File: config.mk
export PLATFORM = sky130hd
export DESIGN_NAME = uart_tx_engine
export DESIGN_NICKNAME = d
export VERILOG_FILES = /design/src/rtl/uart_pkg.sv /design/src/rtl/uart_bit_timer.sv /design/src/rtl/uart_tx_engine.sv
export SDC_FILE = /design/constraint.sdc
export NUM_CORES = 1
export LEC_CHECK = 0
export ABC_CLOCK_PERIOD_IN_PS = 4700
export CORE_AREA = 8 8 88 90
export DETAILED_ROUTE_END_ITERATION = 7
export DIE_AREA = 0 0 96 98
export DONT_BUFFER_PORTS = 1
export GPL_TIMING_DRIVEN = 0
export PLACE_DENSITY_LB_ADDON = 0.08
export SYNTH_ARGS = -nofsm -noshare
export SYNTH_HDL_FRONTEND = slang
export SYNTH_HIERARCHICAL = 1
export SYNTH_SLANG_ARGS = --single-unit
File: constraint.sdc
create_clock -name clk -period 4.7 [get_ports clk]
set_input_delay 0.94 -clock clk [delete_from_list [all_inputs] [get_ports clk]]
set_output_delay 0.94 -clock clk [all_outputs]
set_load 0.01 [all_outputs]
File: src/rtl/uart_pkg.sv
// Shared UART definitions: frame geometry, TX state encoding, parity modes.
// Used by both the transmit and receive engines.
package uart_pkg;

    localparam int K_WIDTH    = 19;
    localparam int FRAME_BITS = 11;

    typedef enum logic [1:0] {
        IDLE  = 2'd0,
        LOAD  = 2'd1,
        SHIFT = 2'd2
    } tx_state_e;

    localparam logic PAR_EVEN = 1'b0;
    localparam logic PAR_ODD  = 1'b1;

    // Parity over the data bits actually sent; bit 7 is excluded in 7-bit mode.
    function automatic logic calc_parity(input logic [7:0] d, input logic eight, input logic odd);
        logic [7:0] bits;
        bits = eight ? d : {1'b0, d[6:0]};
        return (^bits) ^ (odd == PAR_ODD);
    endfunction

endpackage

File: src/rtl/uart_bit_timer.sv
// Loadable k-cycle counter; tick_o pulses on the last cycle of each period.
// load_i restarts the count at load_val_i (receiver uses k/2 for mid-bit sampling).
module uart_bit_timer #(
    parameter int W = 19
) (
    input  logic         clk,
    input  logic         rst,
    input  logic         load_i,
    input  logic [W-1:0] load_val_i,
    input  logic         en_i,
    input  logic [W-1:0] k_i,
    output logic         tick_o
);

    logic [W-1:0] cnt_q, cnt_d;
    logic         wrap;

    // k_i is expected to be non-zero; >= keeps a late k change from running away.
    assign wrap   = (cnt_q >= k_i - W'(1));
    assign tick_o = en_i & wrap & ~load_i;

    always_comb begin
        cnt_d = cnt_q;
        if (load_i) begin
            cnt_d = load_val_i;
        end else if (en_i) begin
            cnt_d = wrap ? '0 : cnt_q + W'(1);
        end
    end

    always_ff @(posedge clk) begin
        if (rst) begin
            cnt_q <= '0;
        end else begin
            cnt_q <= cnt_d;
        end
    end

endmodule

File: src/rtl/uart_tx_engine.sv
// UART transmitter: 1 start, 7/8 data LSB first, optional parity, stop bits, 11 bit-times.
// TXRDY low from the accepting edge until the frame's last bit-time ends; busy writes are dropped.
module uart_tx_engine #(
    parameter int K_WIDTH    = uart_pkg::K_WIDTH,
    parameter int FRAME_BITS = uart_pkg::FRAME_BITS
) (
    input  logic               clk,
    input  logic               rst,
    input  logic               EIGHT,
    input  logic               PEN,
    input  logic               OHEL,
    input  logic [K_WIDTH-1:0] k,
    input  logic               load,
    input  logic [7:0]         OUT_PORT,
    output logic               TX,
    output logic               TXRDY
);

    import uart_pkg::*;

    localparam logic [3:0] LAST_BIT = 4'(FRAME_BITS - 1);

    tx_state_e               state_q, state_d;
    logic [7:0]              data_q, data_d;
    logic [FRAME_BITS-1:0]   shift_q, shift_d;
    logic [3:0]              bitcnt_q, bitcnt_d;
    logic [K_WIDTH-1:0]      k_q, k_d;
    logic                    tx_q, tx_d;
    logic                    txrdy_q, txrdy_d;
    logic [FRAME_BITS-1:0]   frame;
    logic                    par;
    logic                    tick;

    // Frame image, bit 0 first on the wire; unused slots stay at the stop level.
    always_comb begin
        par       = calc_parity(data_q, EIGHT, OHEL);
        frame     = '1;
        frame[0]  = 1'b0;
        frame[7:1] = data_q[6:0];
        if (EIGHT) begin
            frame[8] = data_q[7];
            if (PEN) begin
                frame[9] = par;
            end
        end else if (PEN) begin
            frame[8] = par;
        end
    end

    uart_bit_timer #(.W(K_WIDTH)) u_timer (
        .clk        (clk),
        .rst        (rst),
        .load_i     (state_q == LOAD),
        .load_val_i ('0),
        .en_i       (state_q == SHIFT),
        .k_i        (k_q),
        .tick_o     (tick)
    );

    always_comb begin
        state_d  = state_q;
        data_d   = data_q;
        shift_d  = shift_q;
        bitcnt_d = bitcnt_q;
        k_d      = k_q;
        tx_d     = tx_q;
        txrdy_d  = txrdy_q;
        unique case (state_q)
            IDLE: begin
                tx_d    = 1'b1;
                txrdy_d = 1'b1;
                if (load) begin
                    data_d  = OUT_PORT;
                    txrdy_d = 1'b0;
                    state_d = LOAD;
                end
            end
            LOAD: begin
                shift_d  = frame;
                tx_d     = frame[0];
                bitcnt_d = '0;
                k_d      = (k == '0) ? K_WIDTH'(1) : k;
                state_d  = SHIFT;
            end
            SHIFT: begin
                if (tick) begin
                    if (bitcnt_q == LAST_BIT) begin
                        tx_d     = 1'b1;
                        txrdy_d  = 1'b1;
                        bitcnt_d = '0;
                        state_d  = IDLE;
                    end else begin
                        shift_d  = {1'b1, shift_q[FRAME_BITS-1:1]};
                        tx_d     = shift_q[1];
                        bitcnt_d = bitcnt_q + 4'd1;
                    end
                end
            end
            default: state_d = IDLE;
        endcase
    end

    always_ff @(posedge clk) begin
        if (rst) begin
            state_q  <= IDLE;
            data_q   <= '0;
            shift_q  <= '1;
            bitcnt_q <= '0;
            k_q      <= K_WIDTH'(1);
            tx_q     <= 1'b1;
            txrdy_q  <= 1'b1;
        end else begin
            state_q  <= state_d;
            data_q   <= data_d;
            shift_q  <= shift_d;
            bitcnt_q <= bitcnt_d;
            k_q      <= k_d;
            tx_q     <= tx_d;
            txrdy_q  <= txrdy_d;
        end
    end

    assign TX    = tx_q;
    assign TXRDY = txrdy_q;

endmodule

==> results_dict.tcl <==
set metrics [dict create \
    drt-pass1-iter-count 5 \
    yosysMostFrequentCell "nand2_1" \
    diodes 0 \
    cp.arrival_ns 4.68 \
    ys_warn_count 6 \
    grt_max_degree 17 \
    clk_pin_slew_ns 0.07 \
    worst_slew_pin_slew_ns 0.787 \
    wl_per_cell_microns 14.6 \
    start_kind "flop" \
    maxUsedRoutingLayer "met4" \
    die_area_sq_mm 0.00941 \
    holdBufCountCts 0 \
    synthToLayoutAreaGrowth_pct 11.2 \
    grt-ovfl-total 0 \
    final.setup_skew_ns 0.0115 \
    path_class "flop to flop" \
    synth.avg_cell_area_sq_um 7.74 \
    min_period_ns 4.44 \
    layout-drive-gt1-share_pct 7.90 \
    wl_met2_microns 3990 \
    yosys.area.top_type "dfxtp_1" \
    utilization_pct 67.3 \
    drv_slew 0 \
    fmax_mhz 225 \
    place_inst 607 \
    rows 30 \
    critical_path_peak_fanout 10 \
    final_nets 595 \
    cts_tree "built" \
    grtUsageTotal_pct 20.1 \
    synth_top_area_share_pct 32.1 \
    period_share_pct 94.6 \
    cts_buffers 9 \
    synthTopCellsByArea "dfxtp_1 (32%), ha_1 (7.3%), nand2_1 (7.3%), a21oi_1 (6.2%), xnor2_1 (4.9%)" \
    numPortBuffers 0 \
    io_pins 35 \
    htreeDepth 3 \
    clock_latency_ns 0.35 \
    fill_cells 580 \
    seq_area_frac_synth_pct 32.1 \
    grt_antenna_before_repair 0 \
    leakage_nw 1.62 \
    wl_met3_microns 614 \
    vias_per_cell 5.73 \
    relSlewSlack_pct 47.5 \
    coreArea_sq_mm 0.00649 \
    ys.flop_type "dfxtp_1" \
    powerDensity_mw_per_mm2 358 \
    initial_utilization_pct 60.5 \
    synth-edff-count 0 \
    setup_violations 0 \
    status "finished, final reports clean" \
    syn_inst 508 \
    gp_congestion 0.843 \
    fin_setup_tns_ns 0 \
    multi_input_area_sq_mm 0.00256 \
    yosysUniqueCellTypes 53 \
    synth_area_sq_mm 0.00393 \
    seqCellArea_sq_mm 0.00126 \
    finalHoldViolCount 0 \
    synthArstFlopShare_pct 0 \
    dp_hpwl_microns 6780 \
    dieWidth_microns 96 \
    grt_pass1_wl_microns 15400 \
    grt_pass1_vias 3337 \
    cp-end-kind "flop" \
    synth_commonest_cells "nand2_1 (76), dfxtp_1 (63), a21oi_1 (49)" \
    m1WireLength_microns 4400 \
    instances_no_fill 624 \
    drtAntennaViolNets 0 \
    num_vias 3577 \
    clock-sinks 63 \
    die_y_microns 98 \
    irDropWorstVdd_mv 0.325 \
    root_buffer "clkbuf_8" \
    drc 0 \
    hp-class "flop to flop" \
    max_cap_viol_count 0 \
    worstPathRequired_ns 4.93 \
    synth_seq_cells 63 \
    clockBufferDepth 2 \
    first_iter_violations 175 \
    drt_wl_total_microns 9130 \
]
-- kinds of logic after synthesis --
| family | Yosys count | synth area share [%] |
|---|---|---|
| compound gates | 104 | 16.2 |
| xor+xnor | 33 | 7.35 |
| fa+ha+maj | 23 | 7.32 |
| buf+inv | 49 | 5.47 |
| flops | 63 | 32.1 |
| mux | 9 | 2.29 |
| other cells | 1 | 0.0954 |
| simple gates | 226 | 29.2 |
-- worst paths after layout --
path	startpoint	to	slack, ns	depth (start not counted)
max	k_q[2]	shift_q[8]	0.26	17
min	k_q[11]	k_q[11]	0.50	2
max reg2reg	k_q[2]	shift_q[8]	0.26	17
min reg2reg	k_q[11]	k_q[11]	0.50	2
-- registers in the layout, indices dropped and copies added, names as in the netlist --
name and count:
data_q 8, TX 1, bitcnt_q 4, TXRDY 1
k_q 19, shift_q 9, u_timer/cnt_q 19, state_q 2
-- timing repair --
action                     CTS  global route
setup buffers                0             1
pin swaps                    0             1
gates resized for setup      2             4
setup endpoints to repair   10            10
-- cells in the final DEF (no fill, tap or decap), drive strengths merged, types with 9 or more instances in the layout --
| master | instances |
|---|---|
| xnor2 | 22 |
| nor3b | 10 |
| mux2i | 9 |
| inv | 22 |
| nand3 | 20 |
| nand2 | 76 |
| clkbuf | 29 |
| nor4 | 9 |
| xor2 | 11 |
| conb | 20 |
| ha | 23 |
| dfxtp | 63 |
| nor2 | 43 |
| o21ai | 15 |
| a31oi | 9 |
| nor2b | 9 |
| buf | 10 |
| a21oi | 50 |
| nor3 | 11 |
-- final cells by class --
class                           instances  area share (%)
Buffer                                 28            3.12
Clock buffer                           10            3.15
Clock inverter                          6            2.12
Inverter                               21            1.86
Multi-Input combinational cell        415            58.5
Sequential cell                        63            28.8
Tap cell                               80            2.29
Timing Repair Buffer                    1           0.172
-- per-stage QoR --
stage | power (mW) | hold slack [ns] | instance area (sq um) | worst slack (ns)
3_5_place_dp | 1.00 | 0.477 | 4100 | -0.147
6_report | 1.57 | 0.497 | 4370 | 0.256
4_1_cts | 1.54 | 0.496 | 4340 | 0.146
5_1_grt | 1.65 | 0.531 | 4370 | -0.0349
2_1_floorplan | 0.912 | 0.442 | 4000 | 0.400
3_3_place_gp | 0.987 | 0.469 | 4100 | -0.142
-- layer usage --
| metal | vias up | GRT usage, % |
|---|---|---|
| met4 | 0 | 6.51 |
| met5 | - | 0 |
| li1 | 1826 | - |
| met1 | 1626 | 26.7 |
| met2 | 108 | 30.8 |
| met3 | 17 | 4.53 |
-- power by group --
group          internal (mW)  total, mW  switching, mW
combinational          0.159      0.382          0.223
sequential             0.577      0.636         0.0589
clock                  0.316      0.547          0.232
total                   1.05       1.57          0.514
-- critical path, stage by stage, from the launching register on --
cell and delay (ns):
dfxtp_1 0.37, nor4_2 0.32, nand2_1 0.15, or4_4 0.45
or4_4 0.45, xor2_1 0.16, ha_1 0.30, nand4_1 0.16
nor4_2 0.29, a2111o_1 0.19, o21ai_4 0.12, clkbuf_4 0.24
a211oi_4 0.28, a31o_1 0.20, buf_6 0.15, buf_6 0.14
a21oi_2 0.05, a311o_1 0.30
Power figures use the tool's default switching activity.
==> patch 1, RTL diff (config.mk and constraints unchanged) <==
Re-encode `tx_state_e` (3 states) as one-hot, 3 bits wide.
--- a/src/rtl/uart_pkg.sv
+++ b/src/rtl/uart_pkg.sv
@@ -7,6 +7,6 @@
 
-    typedef enum logic [1:0] {
-        IDLE  = 2'd0,
-        LOAD  = 2'd1,
-        SHIFT = 2'd2
+    typedef enum logic [2:0] {
+        IDLE  = 3'b001,
+        LOAD  = 3'b010,
+        SHIFT = 3'b100
     } tx_state_e;
Function: same outputs for any inputs over 10 cycles, from zero or initial values and one cycle with rst high; not proved beyond that.
==> patch 1 against the original RTL <==
Cell area rose by 1.8%; total power fell by 14%; highest routed layer unchanged; area after synthesis rose by 2.2%; sequential share of layout area fell by 0.061 points; sequential cell count rose by 1; largest cell class unchanged; worst setup slack got worse by 0.028 ns; global-route usage rose by 1.8 points; wire length rose by 8.9%; largest power group unchanged; first-iteration DRC count fell by 20%.
==> patch 1: results (changes against the original RTL) <==
number of fill cells 562 (-3.1%); buffering overhead 0.0292 (-0.00367); first-pass GRT wire length 16300 um (+5.8%); register share of the cell area 0.288 (-0.000610); Placed Instances 613 (+0.99%); cell count of the worst reg-to-reg path 17 (unchanged); Reg2Reg Setup Slack 0.23 ns (-0.03 ns); met2 global-route usage 0.378 (+0.0703); met3 usage 0.0744 (+0.0292); Net Switching 411 uW (-20%); vias in the first global route 3570 (+7.0%); status finished clean; fin cells 631 (+1.1%); worst hold start data_q[7]$_SDFFE_PP0P_; fmax 0.224 GHz (-0.62%); dpl hpwl 7340 um (+8.2%); Netlist cell types 60 (+13%); combinational power 244 uW (-36%); Mapped Avg Cell Area 7.82 um2 (+1.0%); ANT cells 0 (unchanged); Non-clk bufs 28 (-3.4%); Met1 Wirelength 3880 um (-12%); Total Routing Usage GR 0.218 (+0.0178); clock latency on the worst-skew pair 0.35 ns (about the same); #FFs+latches synth 64 (+1.6%); final instance area 0.00445 mm2 (+1.8%); met3 WL 749 um (+22%); Setup Fix Bufs, Post-CTS 2 (+2); top post-synthesis cells by count 93 x nand2_1, 64 x dfxtp_1, 60 x a21oi_1; nets 602 (+1.2%); DR WL met2 5060 um (+27%); CTS resizes 4 (+2); clock share of power 0.384 (+0.034); fraction of area in multi-input gates 0.593 (+0.00876); CP Data Arrival Time 4.71 ns (+0.03 ns); crit path from k_q[2]$_SDFFE_PP0N_; initial drt markers 140 (-20%); r2r endpoint shift_q[8]$_SDFFE_PP1P_; Setup Skew 0.00380 ns (-0.00768 ns); Hold WS 0.458 ns (-0.0388 ns); worst slack, placed -0.691 ns (-0.544 ns); Slew headroom 0.451 (-0.0248); Lkg Pwr 0.00168 uW (+3.7%); Clk power 518 uW (-5.3%); #MultiIn Comb 422 (+1.7%); Port Buffers 0 (unchanged); layout cell share with drive strength beyond 1 0.0780 (-0.00100); sequential share of the synthesized area 0.319 (-0.00191); clk cell area share 0.0483 (-0.00430); final RePlAce weighted congestion 0.859 (+2.0%); dpl cell area 0.00419 mm2 (+2.1%); Mapped Cells 514 (+1.2%); met1 usage 0.231 (-0.0365); DR WL/cell 15.8 um (+7.7%); Hold Path End data_q[7]$_SDFFE_PP0P_; clock buf count 11 (+1); ranking of synthesized cells by area dfxtp_1 32%, nand2_1 8.7%, a21oi_1 7.5%; vias per cell 5.98 (+4.4%); worst vdd ir 312 uV (-3.7%)
[patch 1: worst register-to-register path: cells and delay by family (launching register included)]
kind | cells | cell delay [ns]
and+or+nand+nor | 8 | 1.99
AOI/OAI and AO/OA | 5 | 1.16
DFF | 1 | 0.37
buffers and inverters | 2 | 0.37
adders and majority gates | 1 | 0.31
xor gates and xnor gates | 1 | 0.17
[patch 1: kinds of logic (layout without fill, tap and decap cells)]
| kind of cell | count (synthesis) | count (layout) | synth area share |
|---|---|---|---|
| buffers and inverters | 47 | 65 | 0.0489 |
| AO/OA/AOI/OAI | 117 | 117 | 0.182 |
| AND/OR/NAND/NOR | 224 | 224 | 0.289 |
| adder cells (fa/ha/maj) | 23 | 23 | 0.0716 |
| XOR/XNOR | 37 | 37 | 0.0860 |
| other | 1 | 20 | 0.000933 |
| flip-flops | 64 | 64 | 0.319 |
| multiplexers | 1 | 1 | 0.00249 |
==> patch 2, RTL diff (config.mk and constraints unchanged) <==
Made on the original files. Change the package constant `K_WIDTH` from 19 to 23.
--- a/src/rtl/uart_pkg.sv
+++ b/src/rtl/uart_pkg.sv
@@ -4,3 +4,3 @@
 
-    localparam int K_WIDTH    = 19;
+    localparam int K_WIDTH    = 23;
     localparam int FRAME_BITS = 11;
Ports: changed (resized k); port bits go from 35 to 39. No check against the original RTL was run, so the function may have changed too.
==> patch 2 against the original RTL <==
Total power down 4.9%; sequential cell count up 8; worst setup slack worse by 0.016 ns; area after synthesis up 12%; via count up 17%; wire length up 25%; cell area up 10%; critical endpoint unchanged; largest cell class unchanged.
==> patch 2: results (changes against the original RTL) <==
Clk power 505 uW (-7.7%); vias in the first global route 4030 (+21%); period utilization 0.949 (+0.00341); largest net degree at the start of global routing 14 (-3); biggest regs k_q x23, u_timer/cnt_q x23, shift_q x9; Slew headroom 0.524 (+0.0480); layout cell share with drive strength beyond 1 0.0771 (-0.00199); first-pass GRT wire length 18700 um (+21%); Hold Path End k_q[22]$_SDFFE_PP0P_; final RePlAce weighted congestion 0.882 (+4.7%); vias 4192 (+17%); sequential share of the synthesized area 0.323 (+0.00246); Total Routing Usage GR 0.245 (+0.0448); worst hold start k_q[22]$_SDFFE_PP0P_; CP Data Arrival Time 4.70 ns (+0.02 ns); DR pass1 iterations 6 (+1); Reg2Reg Setup Slack 0.24 ns (-0.02 ns); DR WL/cell 16.9 um (+16%); cell count of the worst reg-to-reg path 16 (-1); status finished clean; dpl hpwl 8470 um (+25%); worst slack, placed 0.0476 ns (+0.194 ns); Seq power 680 uW (+6.9%); Setup Skew 0.00963 ns (-0.00185 ns); Lkg Pwr 0.00179 uW (+10%); top post-synthesis cells by count 90 x nand2_1, 71 x dfxtp_1, 59 x a21oi_1
## patch 2: worst max-delay path by stage
| stage | cells after the start | from | end |
|---|---|---|---|
| floorplan | 16 | k_q[9]$_SDFFE_PP0P_ | shift_q[8]$_SDFFE_PP1P_ |
| global placement | 16 | k_q[9]$_SDFFE_PP0P_ | shift_q[8]$_SDFFE_PP1P_ |
| detailed placement | 16 | k_q[9]$_SDFFE_PP0P_ | shift_q[8]$_SDFFE_PP1P_ |
| CTS | 16 | k_q[9]$_SDFFE_PP0P_ | shift_q[8]$_SDFFE_PP1P_ |
| global route | 16 | k_q[9]$_SDFFE_PP0P_ | shift_q[8]$_SDFFE_PP1P_ |
| finish | 16 | k_q[9]$_SDFFE_PP0P_ | shift_q[8]$_SDFFE_PP1P_ |
## patch 2: logic make-up (layout without fill, tap and decap cells)
| family | Yosys count | in the layout | synth area share |
|---|---|---|---|
| multiplexers | 9 | 9 | 0.0205 |
| AND/OR/NAND/NOR | 250 | 250 | 0.295 |
| buffers and inverters | 41 | 59 | 0.0401 |
| XOR/XNOR | 47 | 47 | 0.0936 |
| adder cells (fa/ha/maj) | 27 | 27 | 0.0768 |
| other | 1 | 23 | 0.000853 |
| AO/OA/AOI/OAI | 111 | 111 | 0.149 |
| flip-flops | 71 | 71 | 0.323 |
## patch 2: cell type report
| cell class | count | area [um2] |
|---|---|---|
| multi-input combinational | 467 | 2900 |
| fill | 517 | 1680 |
| sequential | 71 | 1420 |
| clock buffer | 10 | 138 |
| buffer | 28 | 128 |
| tap | 80 | 100 |
| clock inverter | 6 | 68.8 |
| inverter | 13 | 48.8 |
| timing repair buffer | 2 | 15.0 |
## patch 2: metal layers
metal | track usage | part of all wire | vias to the layer above
met3 | 0.0583 | 0.090 | 26
met2 | 0.387 | 0.47 | 204
met1 | 0.308 | 0.42 | 1943
met4 | 0.101 | 0.021 | 0
met5 | 0 | 0 | -
li1 | - | - | 2019
## patch 2: through the flow
step                      total power [uW]  hold WS (ns)  area (um2)  std cells
final                                 1490         0.480        4810        677
after global routing                  1550         0.508        4810        677
after CTS                             1480         0.478        4790        675
after detailed placement               981         0.468        4580        659
after global placement                 966         0.463        4580        659
after floorplan                        912         0.448        4480        579
## patch 2: critical path, cell delays in order (launching register included)
cell and delay (ns):
dfxtp_1 0.37, or4_4 0.56, or3_4 0.39, nor3_4 0.24, nand3b_1 0.14, xor2_1 0.17, ha_1 0.30, nand4_1 0.16
nor3_2 0.26, o2111ai_2 0.23, nor3b_1 0.23, nor2_2 0.30, nand3b_2 0.18, o21ai_4 0.29, buf_6 0.19, a21oi_2 0.05
a311o_1 0.31
## patch 2: what timing repair did
| action | in CTS | in global routing |
|---|---|---|
| resized for setup | 0 | 3 |
| setup endpoints to repair | 0 | 9 |
| hold endpoints to repair | 0 | 0 |
| buffers inserted | 0 | 2 |
